## src/rtl/bounce_sprites.sv

```systemverilog
// Bouncing-box screensaver: NUM_BOXES sprites swept once per frame, rendered from registered state.
// Define BOUNCE_BG_TINT_EN to tint the background dimly with box 0's colour instead of black.
module bounce_sprites #(
    parameter int unsigned SCREEN_WIDTH  = 640,
    parameter int unsigned SCREEN_HEIGHT = 480,
    parameter int unsigned NUM_BOXES     = 3,
    parameter int unsigned BOX_WIDTH     = 100,
    parameter int unsigned BOX_HEIGHT    = 100,
    parameter int unsigned SPEED_X       = 2,
    parameter int unsigned SPEED_Y       = 1
) (
    input  logic                             clk,
    input  logic                             rst_n,
    input  logic [$clog2(SCREEN_WIDTH)-1:0]  position_x,
    input  logic [$clog2(SCREEN_HEIGHT)-1:0] position_y,
    input  logic [31:0]                      frame,
    input  logic                             pause,
    output logic [3:0]                       r,
    output logic [3:0]                       g,
    output logic [3:0]                       b,
    output logic                             busy,
    output logic [15:0]                      bounce_count
);

    localparam int unsigned XW    = $clog2(SCREEN_WIDTH);
    localparam int unsigned YW    = $clog2(SCREEN_HEIGHT);
    localparam int unsigned IW    = (NUM_BOXES > 1) ? $clog2(NUM_BOXES) : 1;
    localparam int unsigned MAX_X = SCREEN_WIDTH - BOX_WIDTH;
    localparam int unsigned MAX_Y = SCREEN_HEIGHT - BOX_HEIGHT;

    typedef enum logic [0:0] {StIdle, StSweep} state_e;

    function automatic logic [XW-1:0] init_x(input int unsigned i);
        int unsigned v;
        v = 50 + 60 * i;
        if (v > MAX_X) v = MAX_X;
        return XW'(v);
    endfunction

    function automatic logic [YW-1:0] init_y(input int unsigned i);
        int unsigned v;
        v = 50 + 40 * i;
        if (v > MAX_Y) v = MAX_Y;
        return YW'(v);
    endfunction

    function automatic logic [2:0] init_color(input int unsigned i);
        return 3'((i % 7) + 1);
    endfunction

    state_e                 state_q, state_d;
    logic [IW-1:0]          idx_q, idx_d;
    logic                   pending_q, pending_d;
    logic [31:0]            frame_prev_q;
    logic [15:0]            bounce_q, bounce_d;
    logic [XW-1:0]          x_q [NUM_BOXES];
    logic [XW-1:0]          x_d [NUM_BOXES];
    logic [YW-1:0]          y_q [NUM_BOXES];
    logic [YW-1:0]          y_d [NUM_BOXES];
    logic [2:0]             color_q [NUM_BOXES];
    logic [2:0]             color_d [NUM_BOXES];
    logic [NUM_BOXES-1:0]   dir_x_q, dir_x_d;
    logic [NUM_BOXES-1:0]   dir_y_q, dir_y_d;

    logic [XW-1:0] cur_x, nx;
    logic [YW-1:0] cur_y, ny;
    logic [2:0]    cur_c, nc;
    logic          cur_dx, cur_dy, ndx, ndy, hit_x, hit_y;

    // Box currently addressed by the sweep and its one-step successor.
    always_comb begin
        cur_x  = x_q[0];
        cur_y  = y_q[0];
        cur_c  = color_q[0];
        cur_dx = dir_x_q[0];
        cur_dy = dir_y_q[0];
        for (int unsigned i = 0; i < NUM_BOXES; i++) begin
            if (idx_q == IW'(i)) begin
                cur_x  = x_q[i];
                cur_y  = y_q[i];
                cur_c  = color_q[i];
                cur_dx = dir_x_q[i];
                cur_dy = dir_y_q[i];
            end
        end

        nx    = cur_x;
        ndx   = cur_dx;
        hit_x = 1'b0;
        if (cur_dx) begin
            if ({1'b0, cur_x} + (XW+1)'(SPEED_X) >= (XW+1)'(MAX_X)) begin
                nx    = XW'(MAX_X);
                ndx   = 1'b0;
                hit_x = 1'b1;
            end else begin
                nx = cur_x + XW'(SPEED_X);
            end
        end else if ({1'b0, cur_x} <= (XW+1)'(SPEED_X)) begin
            nx    = '0;
            ndx   = 1'b1;
            hit_x = 1'b1;
        end else begin
            nx = cur_x - XW'(SPEED_X);
        end

        ny    = cur_y;
        ndy   = cur_dy;
        hit_y = 1'b0;
        if (cur_dy) begin
            if ({1'b0, cur_y} + (YW+1)'(SPEED_Y) >= (YW+1)'(MAX_Y)) begin
                ny    = YW'(MAX_Y);
                ndy   = 1'b0;
                hit_y = 1'b1;
            end else begin
                ny = cur_y + YW'(SPEED_Y);
            end
        end else if ({1'b0, cur_y} <= (YW+1)'(SPEED_Y)) begin
            ny    = '0;
            ndy   = 1'b1;
            hit_y = 1'b1;
        end else begin
            ny = cur_y - YW'(SPEED_Y);
        end

        nc = cur_c;
        if (hit_x || hit_y) nc = (cur_c == 3'd7) ? 3'd1 : cur_c + 3'd1;
    end

    always_comb begin
        state_d   = state_q;
        idx_d     = idx_q;
        pending_d = pending_q;
        bounce_d  = bounce_q;
        x_d       = x_q;
        y_d       = y_q;
        color_d   = color_q;
        dir_x_d   = dir_x_q;
        dir_y_d   = dir_y_q;

        unique case (state_q)
            StIdle: begin
                if (pending_q) begin
                    pending_d = 1'b0;
                    // A paused frame is consumed without motion.
                    if (!pause) begin
                        state_d = StSweep;
                        idx_d   = '0;
                    end
                end
            end
            StSweep: begin
                for (int unsigned i = 0; i < NUM_BOXES; i++) begin
                    if (idx_q == IW'(i)) begin
                        x_d[i]     = nx;
                        y_d[i]     = ny;
                        color_d[i] = nc;
                        dir_x_d[i] = ndx;
                        dir_y_d[i] = ndy;
                    end
                end
                if (hit_x || hit_y) bounce_d = bounce_q + 16'd1;
                if (idx_q == IW'(NUM_BOXES - 1)) state_d = StIdle;
                else                             idx_d   = idx_q + IW'(1);
            end
            default: state_d = StIdle;
        endcase

        if (frame != frame_prev_q) pending_d = 1'b1;
    end

    always_ff @(posedge clk or negedge rst_n) begin
        if (!rst_n) begin
            state_q      <= StIdle;
            idx_q        <= '0;
            pending_q    <= 1'b0;
            frame_prev_q <= 32'hFFFF_FFFF;
            bounce_q     <= '0;
            for (int unsigned i = 0; i < NUM_BOXES; i++) begin
                x_q[i]     <= init_x(i);
                y_q[i]     <= init_y(i);
                color_q[i] <= init_color(i);
                dir_x_q[i] <= (i % 2 == 0);
                dir_y_q[i] <= 1'b1;
            end
        end else begin
            state_q      <= state_d;
            idx_q        <= idx_d;
            pending_q    <= pending_d;
            frame_prev_q <= frame;
            bounce_q     <= bounce_d;
            x_q          <= x_d;
            y_q          <= y_d;
            color_q      <= color_d;
            dir_x_q      <= dir_x_d;
            dir_y_q      <= dir_y_d;
        end
    end

    logic       in_any;
    logic [2:0] win_c;

    // Scan from the top index down so the lowest-index box wins overlaps.
    always_comb begin
        in_any = 1'b0;
        win_c  = '0;
        for (int i = int'(NUM_BOXES) - 1; i >= 0; i--) begin
            if (position_x >= x_q[i] &&
                {1'b0, position_x} < {1'b0, x_q[i]} + (XW+1)'(BOX_WIDTH) &&
                position_y >= y_q[i] &&
                {1'b0, position_y} < {1'b0, y_q[i]} + (YW+1)'(BOX_HEIGHT)) begin
                in_any = 1'b1;
                win_c  = color_q[i];
            end
        end

        if (in_any) begin
            r = {4{win_c[0]}};
            g = {4{win_c[1]}};
            b = {4{win_c[2]}};
        end else begin
`ifdef BOUNCE_BG_TINT_EN
            r = 4'b0001 & {4{color_q[0][0]}};
            g = 4'b0001 & {4{color_q[0][1]}};
            b = 4'b0001 & {4{color_q[0][2]}};
`else
            r = 4'b0000;
            g = 4'b0000;
            b = 4'b0000;
`endif
        end
    end

    assign busy         = (state_q == StSweep);
    assign bounce_count = bounce_q;

endmodule
```

## config.mk

```make
export PLATFORM = sky130hd
export DESIGN_NAME = bounce_sprites
export DESIGN_NICKNAME = d
export VERILOG_FILES = /design/src/rtl/bounce_sprites.sv
export SDC_FILE = /design/constraint.sdc
export NUM_CORES = 1
export LEC_CHECK = 0
export BUFFER_PORTS_ARGS = -buffer_cell sky130_fd_sc_hd__buf_2
export CORE_MARGIN = 2
export CORE_UTILIZATION = 46
export CTS_BUF_LIST = sky130_fd_sc_hd__clkbuf_4
export DETAILED_ROUTE_END_ITERATION = 10
export GPL_TIMING_DRIVEN = 0
export HOLD_SLACK_MARGIN = 0.03
export PLACE_DENSITY = 0.69
export SYNTH_ARGS = -nofsm -noshare
export SYNTH_HDL_FRONTEND = slang
export SYNTH_SLANG_ARGS = --single-unit
```

## constraint.sdc

```tcl
create_clock -name clk -period 9.1 [get_ports clk]
set_input_delay 0.455 -clock clk [delete_from_list [all_inputs] [get_ports clk]]
set_output_delay 0.455 -clock clk [all_outputs]
set_load 0.005 [all_outputs]
```

After elaboration in Yosys (flattened, before gate mapping). Cells that the tools add are included.

Flip-flop bits (word level): 124. Bits in latches: 0. Bits in writable memories: 0. ROM bits: 0. Output and inout port bits: 29. Memories kept: 0.

Add/subtract/negate cells: 15. Multiply operators: 0. Divide/modulo/power cells: 0. Magnitude comparators: 16. Eq/ne operators: 8. Shifts and indexed selects: 0. Mux-type cells: 47. Bitwise logic cells: 1. Reduce and logical (&&, ||, !) cells: 16.

Operator list (number): 10-bit two-way mux (5); 9-bit two-way mux (5); 10-bit by 7-bit adder with 11-bit output, second input constant (3); 10-bit by 11-bit less-than comparator with 1-bit output (3); 32-bit inequality test (1); 9-bit by 7-bit adder with 10-bit output, second input constant (3); 10-bit greater-or-equal comparator (3); 9-bit by 10-bit less-than comparator with 1-bit output (3); 9-bit greater-or-equal comparator (3); 1-bit two-way mux (22); 3-bit two-way mux (7); 16-bit by 1-bit adder with 16-bit output, second input constant (1); 4-bit two-way mux (3); 10-bit by 2-bit adder with 11-bit output, second input constant (1); 11-bit by 10-bit greater-or-equal comparator with 1-bit output, second input constant (1); 10-bit by 2-bit adder with 10-bit output, second input constant (1); 9-bit by 1-bit adder with 10-bit output, second input constant (1); 10-bit by 9-bit greater-or-equal comparator with 1-bit output, second input constant (1); 10-bit by 2-bit <= comparator with 1-bit output, second input constant (1); 10-bit by 2-bit subtractor with 10-bit output, second input constant (1); 9-bit by 1-bit adder with 9-bit output, second input constant (1); 9-bit by 1-bit <= comparator with 1-bit output, second input constant (1); 1-bit logical AND (9); 9-bit by 1-bit subtractor with 9-bit output, second input constant (1); other kinds (15) (22).

Depth between registers and ports, before layout. Gate-level depths: netlist of the first run.

Depth after elaboration: 9. Depth in mapped cells: 17. Mapped depth without buffers: 15.

Least setup slack after synthesis of the first run. Ideal clock, no wire load.

Kind: register to register. From: register idx_q[1]. To: register color_q[2] in the netlist's numbering. Data arrival time: 3.523 ns. Setup slack: 5.440 ns. Cell stages (with the launch flop): 18. Buffers on the path: 3. Cell sequence: dfrtp_1 > inv_1 > ha_1 > buf_6 > buf_6 > mux2i_1 > o21a_1 > inv_1 > ha_1 > o211a_1 > a2111oi_0 > a41o_1 > a21oi_1 > or4_1 > a21oi_2 > buf_6 > mux2i_1 > a21oi_1.

Cells in the longest elaborated chain, start to end: 9.

Ends and longest elaborated chain: from (decl) (RTL line 52) `logic [IW-1:0] idx_q, idx_d;`; from (signal assigned) (RTL line 187) `idx_q <= idx_d;`; 2-bit by 1-bit equality test with 1-bit output (RTL line 78) `if (idx_q == IW'(i)) begin`; 10-bit two-way mux or 9-bit two-way mux (tied branches) (2 in series) (RTL line 78); 10-bit by 2-bit adder with 11-bit output or 9-bit by 1-bit adder with 10-bit output (tied branches) (RTL line 91, 110); 11-bit by 10-bit greater-or-equal comparator with 1-bit output or 10-bit by 9-bit greater-or-equal comparator with 1-bit output (tied branches) (RTL line 91, 110); 1-bit two-way mux (on tied branches) (RTL line 91, 110); 1-bit two-way mux (on tied branches) (RTL line 90, 109); 1-bit logical OR (RTL line 126) `if (hit_x || hit_y) nc = (cur_c == 3'd7) ? 3'd1 : cur_c + 3'd1;`; 3-bit two-way mux (RTL line 126); to (signal, indexed assignment) (RTL line 181) `color_q[i] <= init_color(i);`; to (signal assigned) (RTL line 193) `color_q <= color_d;`; to (decl) (RTL line 60) `logic [2:0] color_q [NUM_BOXES];`.

Parallel ways exist; a longest one is shown, timed or not. A chain may end at the register's enable or synchronous reset.

Final worst setup path of the first run.
From: register x_q[13] in the netlist's numbering. To: output port b[2].

Cells in the longest elaborated chain, start to end: 8.

Ends and longest elaborated chain: from (decl) (RTL line 56) `logic [XW-1:0] x_q [NUM_BOXES];`; from (signal, indexed assignment) (RTL line 179) `x_q[i] <= init_x(i);`; 10-bit by 7-bit adder with 11-bit output (RTL line 208) `{1'b0, position_x} < {1'b0, x_q[i]} + (XW+1)'(BOX_WIDTH) &&`; 10-bit by 11-bit less-than comparator with 1-bit output (RTL line 208); 1-bit logical AND (*) (RTL line 207) `if (position_x >= x_q[i] &&`; 1-bit logical AND (*) (RTL line 208); 1-bit logical AND (*) (RTL line 209) `position_y >= y_q[i] &&`; 3-bit two-way mux or 1-bit two-way mux (tied branches) (2 in series) (RTL line 207); 4-bit two-way mux (*) (RTL line 216) `if (in_any) begin`; to (decl) (RTL line 20) `output logic [3:0] b,`.

Every way passes the cells marked *; elsewhere a longest branch is shown, timed or not.

==> results of run 1 <==
-- how the worst max path moves through the flow --
stage	cells past startpoint	to	slack (ns)
after floorplan	17	color_q[2]$_DFFE_PN0P_	5.44
after global placement	14	g[1]	4.62
after detailed placement	14	b[1]	4.62
after CTS	14	b[1]	4.00
after global routing	14	b[1]	3.65
final	14	b[2]	3.93
-- power groups by stage --
stage | Combinational (mW) | Clock (mW) | Sequential, mW
after global placement | 2.52 | 0 | 0.993
final | 2.62 | 0.357 | 0.998
after CTS | 2.61 | 0.367 | 0.991
after detailed placement | 2.59 | 0 | 1.00
after global routing | 2.96 | 0.390 | 1.02
after floorplan | 1.95 | 0 | 0.917
-- state kept, by name, indices dropped and copies added, names as in the netlist, 2 cells and up --
register      flops
frame_prev_q     32
bounce_count     16
dir_y_q           3
dir_x_q           3
x_q              30
color_q           9
y_q              27
idx_q             2
-- per-layer routing --
metal | up-vias | part of all wire
li1 | 3984 | -
met1 | 3897 | 0.46
met2 | 225 | 0.47
met3 | 30 | 0.053
met4 | 0 | 0.019
met5 | - | 0
-- per-stage QoR --
stage,hold slack (ns),utilization,area [um2]
CTS,0.125,0.538,10900
global route,0.168,0.538,10900
finish,0.156,0.538,10900
floorplan,0.159,-,9560
global placement,0.456,0.508,10300
detailed placement,0.455,0.509,10300
-- cells by family (layout without fill, tap and decap cells) --
logic type | count (synthesis) | after routing | share of synthesized area
AO/OA/AOI/OAI | 267 | 267 | 0.180
XOR/XNOR | 87 | 87 | 0.0797
adder cells (fa/ha/maj) | 120 | 120 | 0.157
buffers and inverters | 123 | 271 | 0.0552
flip-flops | 124 | 124 | 0.333
multiplexers | 52 | 52 | 0.0610
other | 0 | 1 | 0
AND/OR/NAND/NOR | 265 | 265 | 0.134
-- area by class of cell --
class,instances,area share
Clock buffer,17,0.0117
Inverter,83,0.0285
Antenna cell,1,0.000229
Sequential cell,124,0.291
Buffer,40,0.0198
Clock inverter,15,0.0111
Tap cell,270,0.0309
Multi-Input combinational cell,791,0.536
Timing Repair Buffer,116,0.0709
-- critical path, cell delays in order (launching register included) --
cell and delay [ns]:
dfstp_2 0.62, nand3_1 0.13, and3_1 0.24, xnor2_1 0.13
ha_1 0.28, a21o_1 0.18, a211o_1 0.30, a31oi_1 0.15
a211oi_1 0.07, o31a_1 0.12, nor4_1 0.89, nor4_1 0.30
a221o_1 0.46, buf_4 0.16, buf_2 0.11
-- cell usage in the layout, fill, tap and decap left out, types with 42 or more instances in the layout --
cell type and instances:
ha_1 120, nand2_1 104, buf_2 86, inv_1 83
o21ai_0 78, dfrtp_1 62, dfstp_2 62, a21oi_1 56
nor2_1 50, xnor2_1 45, xor2_1 42
-- repair_timing --
item                      4_1_cts  5_1_grt
hold endpoints to repair       73        0
gates resized for setup         0        0
hold buffers                   33        0
==> flow_metrics.py, run 1 <==
metrics = {
    "synthesis": {
        "synth_most_common_cell": "ha_1",
        "synth-seq-cells": 124,
        "avgSynthCellArea_um2": 9.21,
        "synth_top_flop_cell": "dfstp_2",
        "synthCells": 1038,
        "syn_nets": 1212,
        "synth_top_cell_by_area": "dfstp_2",
        "yosys_warnings": 0,
        "synth_top_area_share": 0.170,
        "syn_area_mm2": 0.00956,
        "synth.area.top_cells": "dfstp_2 17%, dfrtp_1 16%, ha_1 16%",
        "async_reset_ff_frac": 1.00,
        "seq_area_frac_synth": 0.333,
        "ys_top_cells_by_count": "120 x ha_1, 104 x nand2_1, 83 x inv_1, 78 x o21ai_0",
        "ys_types": 77,
        "synth-edff-count": 0,
    },
    "critical_path": {
        "setup.worst_path.end_class": "primary output",
        "crit_fanout": 5,
        "ff2ff_setup_slack_ns": 4.38,
        "required_ns": 8.65,
        "startpoint": "x_q[13]$_DFFE_PN1P_",
        "worstSetupPathType": "register to primary output",
        "critical_path_arrival_ns": 4.71,
        "reg2reg_to": "x_q[14]$_DFFE_PN0P_",
        "startpoint_type": "register",
        "rr_startpoint": "idx_q[0]$_DFFE_PN0P_",
        "rr_worst_depth": 15,
    },
    "grt": {
        "grt-ovfl-total": 0,
        "grt_pass1_wl_um": 40000,
        "grt-busiest-layer": "met2",
        "track_usage": 0.229,
        "met1_usage": 0.308,
        "grt_max_degree": 69,
        "met2_usage": 0.379,
        "antenna_found_initial": 1,
        "grt_pass1_vias": 7998,
        "gr-usage-met3": 0.0445,
    },
    "timing": {
        "tightest_slew_ns": 1.09,
        "period_minus_slack_ns": 5.17,
        "slew_viol_final": 0,
        "finalHoldViolCount": 0,
        "fin_setup_tns_ns": 0,
        "rsz0062_at_grt": "false",
        "post-route-period-util": 0.568,
        "fin_ws_ns": 3.93,
        "max_slew_margin": 0.265,
        "finClkSkew_ns": 0.0262,
        "setup_viol_count_final": 0,
        "fmax_mhz": 194,
    },
    "finish": {
        "ff_latch_area_mm2": 0.00318,
        "nets": 1347,
        "area_delta_synth_final_pct": 14.3,
        "stdcell_count": 1457,
        "drive_gt1_frac": 0.197,
        "multi_input_area_mm2": 0.00585,
        "fill_cells": 1889,
    },
    "placed_design": {
        "place_hpwl_um": 18500,
        "port_buffers": 82,
        "routabilityCongestion": 0.935,
        "dp_cells": 1391,
        "pre_cts_slack_ns": 4.62,
    },
    "hold_path": {
        "worstHoldStart": "pause",
        "min_to": "busy$_DFF_PN0_",
        "holdPathStages": 2,
        "hold_class": "input port to register",
    },
    "drt": {
        "wl_per_cell_um": 16.7,
        "drt_iter0_drc": 358,
        "first_pass_iters": 5,
        "drt_drc_violations_left": 0,
        "avgViaCountPerCell": 5.58,
        "drtAntennaViolNets": 0,
        "dr_total_vias": 8136,
        "wl_um": 24400,
    },
    "power_and_ir_drop": {
        "p_seq_frac": 0.251,
        "clockPowerShare": 0.090,
        "irDropWorstVdd_uv": 186,
        "pwr-share-comb": 0.659,
        "power_mw": 3.98,
        "switchingPower_mw": 1.99,
        "switching_share": 0.500,
        "p_int_mw": 1.99,
        "power_density_mw_per_mm2": 364,
        "leakage_nw": 4.92,
    },
    "clock_network": {
        "cts_tree": "done",
        "clk_latency_ns": 0.56,
        "cts_setup_buffers": 0,
        "cts_sinks": 124,
        "numCtsBuffers": 17,
        "htreeDepth": 4,
        "clk_path_buf_depth": 2,
        "cts-root-buf": "clkbuf_4",
        "clk_pin_slew_ns": 0.11,
    },
    "run": {
        "maxCapViolations": 0,
    },
    "die": {
        "dieWidth_um": 148,
        "die_h_um": 148,
        "core_area_mm2": 0.0203,
        "dieArea_mm2": 0.0219,
        "ioPinCount": 83,
        "num_rows": 52,
        "initial_utilization": 0.471,
    },
    "run_status": {
        "status": "completed",
    },
}
(Power assumes the default switching activity.)
==> run 2: changes to the inputs <==
--- a/config.mk
+++ b/config.mk
@@ -12,7 +12,7 @@
 export DETAILED_ROUTE_END_ITERATION = 10
 export GPL_TIMING_DRIVEN = 0
 export HOLD_SLACK_MARGIN = 0.03
-export PLACE_DENSITY = 0.69
+export PLACE_DENSITY = 0.72
 export SYNTH_ARGS = -nofsm -noshare
 export SYNTH_HDL_FRONTEND = slang
 export SYNTH_SLANG_ARGS = --single-unit
==> constraint.sdc (replaced) <==
create_clock -name clk -period 4.56 [get_ports clk]
set_input_delay 0.228 -clock clk [delete_from_list [all_inputs] [get_ports clk]]
set_output_delay 0.228 -clock clk [all_outputs]
set_load 0.005 [all_outputs]
==> run 2 against run 1 <==
Effect of this change: setup slack worse by 3.7 ns; count of clock-buffer cells in the layout unchanged; clock power up 150%; sequential power grew 98%; power up 110%; critical path type is now register to register; critical endpoint is now x_q[14]$_DFFE_PN0P_; largest cell class unchanged; largest power group unchanged.
==> flow_metrics.py, run 2 (synthesized netlist as in run 1, its figures left out) <==
metrics = {
    "run_status": {
        "status": "completed",
    },
    "drt": {
        "drtAntennaViolNets": 0,
        "wl_per_cell_um": 16.9,
        "dr_total_vias": 8191,
        "drt_drc_violations_left": 0,
        "avgViaCountPerCell": 5.60,
        "wl_um": 24700,
        "first_pass_iters": 5,
        "drt_iter0_drc": 356,
    },
    "power_and_ir_drop": {
        "power_mw": 8.23,
        "p_int_mw": 4.17,
        "clockPowerShare": 0.108,
        "leakage_nw": 4.98,
        "switchingPower_mw": 4.06,
        "irDropWorstVdd_uv": 389,
        "p_seq_frac": 0.241,
        "pwr-share-comb": 0.651,
        "power_density_mw_per_mm2": 741,
        "switching_share": 0.494,
    },
    "grt": {
        "track_usage": 0.228,
        "grt-ovfl-total": 0,
        "grt_max_degree": 100,
        "grt_pass1_vias": 8109,
        "grt_pass1_wl_um": 40000,
        "antenna_found_initial": 1,
    },
    "finish": {
        "area_delta_synth_final_pct": 16.2,
        "regMostFlops": "frame_prev_q",
        "final_common_cell": "ha_1",
        "layout_common_cells": "119 x ha_1, 104 x nand2_1, 85 x buf_2",
        "largestRegisters": "frame_prev_q (32), x_q (30), y_q (27)",
        "largest_reg_flops": 32,
        "fill_cells": 1840,
        "drive_gt1_frac": 0.211,
        "nets": 1352,
    },
    "critical_path": {
        "rr_startpoint": "idx_q[0]$_DFFE_PN0P_",
        "rr_worst_depth": 14,
        "setup.worst_path.end_class": "register",
        "reg2reg_to": "x_q[14]$_DFFE_PN0P_",
        "required_ns": 4.94,
        "startpoint_type": "register",
        "worstSetupPathType": "register to register",
        "critical_path_arrival_ns": 4.73,
        "ff2ff_setup_slack_ns": 0.21,
        "startpoint": "idx_q[0]$_DFFE_PN0P_",
        "crit_fanout": 10,
    },
    "die": {
        "dieArea_mm2": 0.0219,
        "ioPinCount": 83,
        "num_rows": 52,
        "initial_utilization": 0.471,
        "core_area_mm2": 0.0203,
        "die_h_um": 148,
        "dieWidth_um": 148,
    },
    "timing": {
        "finClkSkew_ns": 0.0271,
        "fmax_mhz": 230,
        "max_slew_margin": 0.503,
        "rsz0062_at_grt": "true",
        "post-route-period-util": 0.953,
        "slew_viol_final": 0,
        "fin_ws_ns": 0.212,
        "finalHoldViolCount": 0,
        "tightest_slew_ns": 0.741,
        "setup_viol_count_final": 0,
        "period_minus_slack_ns": 4.35,
    },
    "placed_design": {
        "routabilityCongestion": 0.927,
        "port_buffers": 82,
        "place_hpwl_um": 18600,
        "pre_cts_slack_ns": 0.128,
    },
    "clock_network": {
        "clk_pin_slew_ns": 0.14,
        "numCtsBuffers": 17,
        "htreeDepth": 4,
        "clk_latency_ns": 0.53,
        "clk_path_buf_depth": 2,
        "cts_tree": "done",
        "cts-root-buf": "clkbuf_4",
        "cts_sinks": 124,
    },
    "run": {
        "maxCapViolations": 0,
    },
    "hold_path": {
        "hold_class": "input port to asynchronous set/reset pin",
    },
}
-- run 2: changes by cell type in the layout (fill, tap and decap cells not counted), sizes merged --
cell,previous run,this run
buf,105,108
bufinv,1,3
clkbuf,35,36
clkinv,8,3
clkinvlp,1,0
diode,1,2
dlygate4sd3,33,34
inv,88,92
-- run 2: cell type report --
cell class / count / area, um2 / share of cell area
inverter: 83 / 312 / 0.0281
sequential: 124 / 3180 / 0.287
antenna: 2 / 5.00 / 0.000451
multi-input combinational: 791 / 5900 / 0.532
timing repair buffer: 121 / 815 / 0.0734
clock buffer: 17 / 128 / 0.0115
buffer: 40 / 219 / 0.0197
tap: 270 / 338 / 0.0304
clock inverter: 15 / 200 / 0.0180
-- run 2: worst max path at each step --
stage                             endpoint  slack [ns]
floorplan           color_q[2]$_DFFE_PN0P_        0.90
global placement       x_q[14]$_DFFE_PN0P_        0.19
detailed placement     x_q[14]$_DFFE_PN0P_        0.13
CTS                                   r[3]        0.07
global route                          b[3]       -0.03
finish                 x_q[14]$_DFFE_PN0P_        0.21
-- run 2: worst max-delay path: stages (launching register included) --
cell and delay, ns:
dfrtp_1 0.42, inv_1 0.09, ha_1 0.19, buf_2 0.22, clkbuf_4 0.25, o21ai_0 0.55, ha_1 0.33, o211a_1 0.23
and2_1 0.24, a41o_1 0.19, a21oi_1 0.06, o31ai_2 0.62, nor2_1 0.08, a2111oi_1 0.59, o21ai_0 0.15
-- run 2: what timing repair did --
action,CTS,global route
gates resized for setup,2,13
cloned,0,0
endpoints found under the setup margin,12,24
buffers inserted,0,4
pin swaps,0,2
hold buffers,34,0
endpoints found under the hold margin,108,0
-- run 2: power groups by stage --
stage                     sequential, mW  combinational (mW)  clock (mW)
after floorplan                     1.83                3.89           0
after global placement              1.98                5.02           0
after detailed placement            2.00                5.15           0
after CTS                           1.98                5.21       0.905
after global routing                2.03                6.00       0.964
final                               1.98                5.35       0.889
-- run 2: per-layer routing --
metal / wire length [um] / global-route usage / up-vias
met2: 11300 / 0.374 / 223
met3: 1080 / 0.0390 / 43
li1: - / - / 3986
met1: 11700 / 0.304 / 3939
met5: 0 / 0 / -
met4: 612 / 0.0852 / 0
-- run 2: per-stage QoR --
| stage | hold WS, ns | utilization | TNS (ns) | cells | area, um2 |
|---|---|---|---|---|---|
| after floorplan | -0.0676 | - | 0 | 1038 | 9560 |
| after global placement | 0.349 | 0.508 | 0 | 1390 | 10300 |
| after detailed placement | 0.110 | 0.509 | 0 | 1391 | 10300 |
| after CTS | 0.0815 | 0.543 | 0 | 1457 | 11000 |
| after global routing | 0.0719 | 0.547 | -0.132 | 1462 | 11100 |
| final | 0.108 | 0.547 | 0 | 1463 | 11100 |
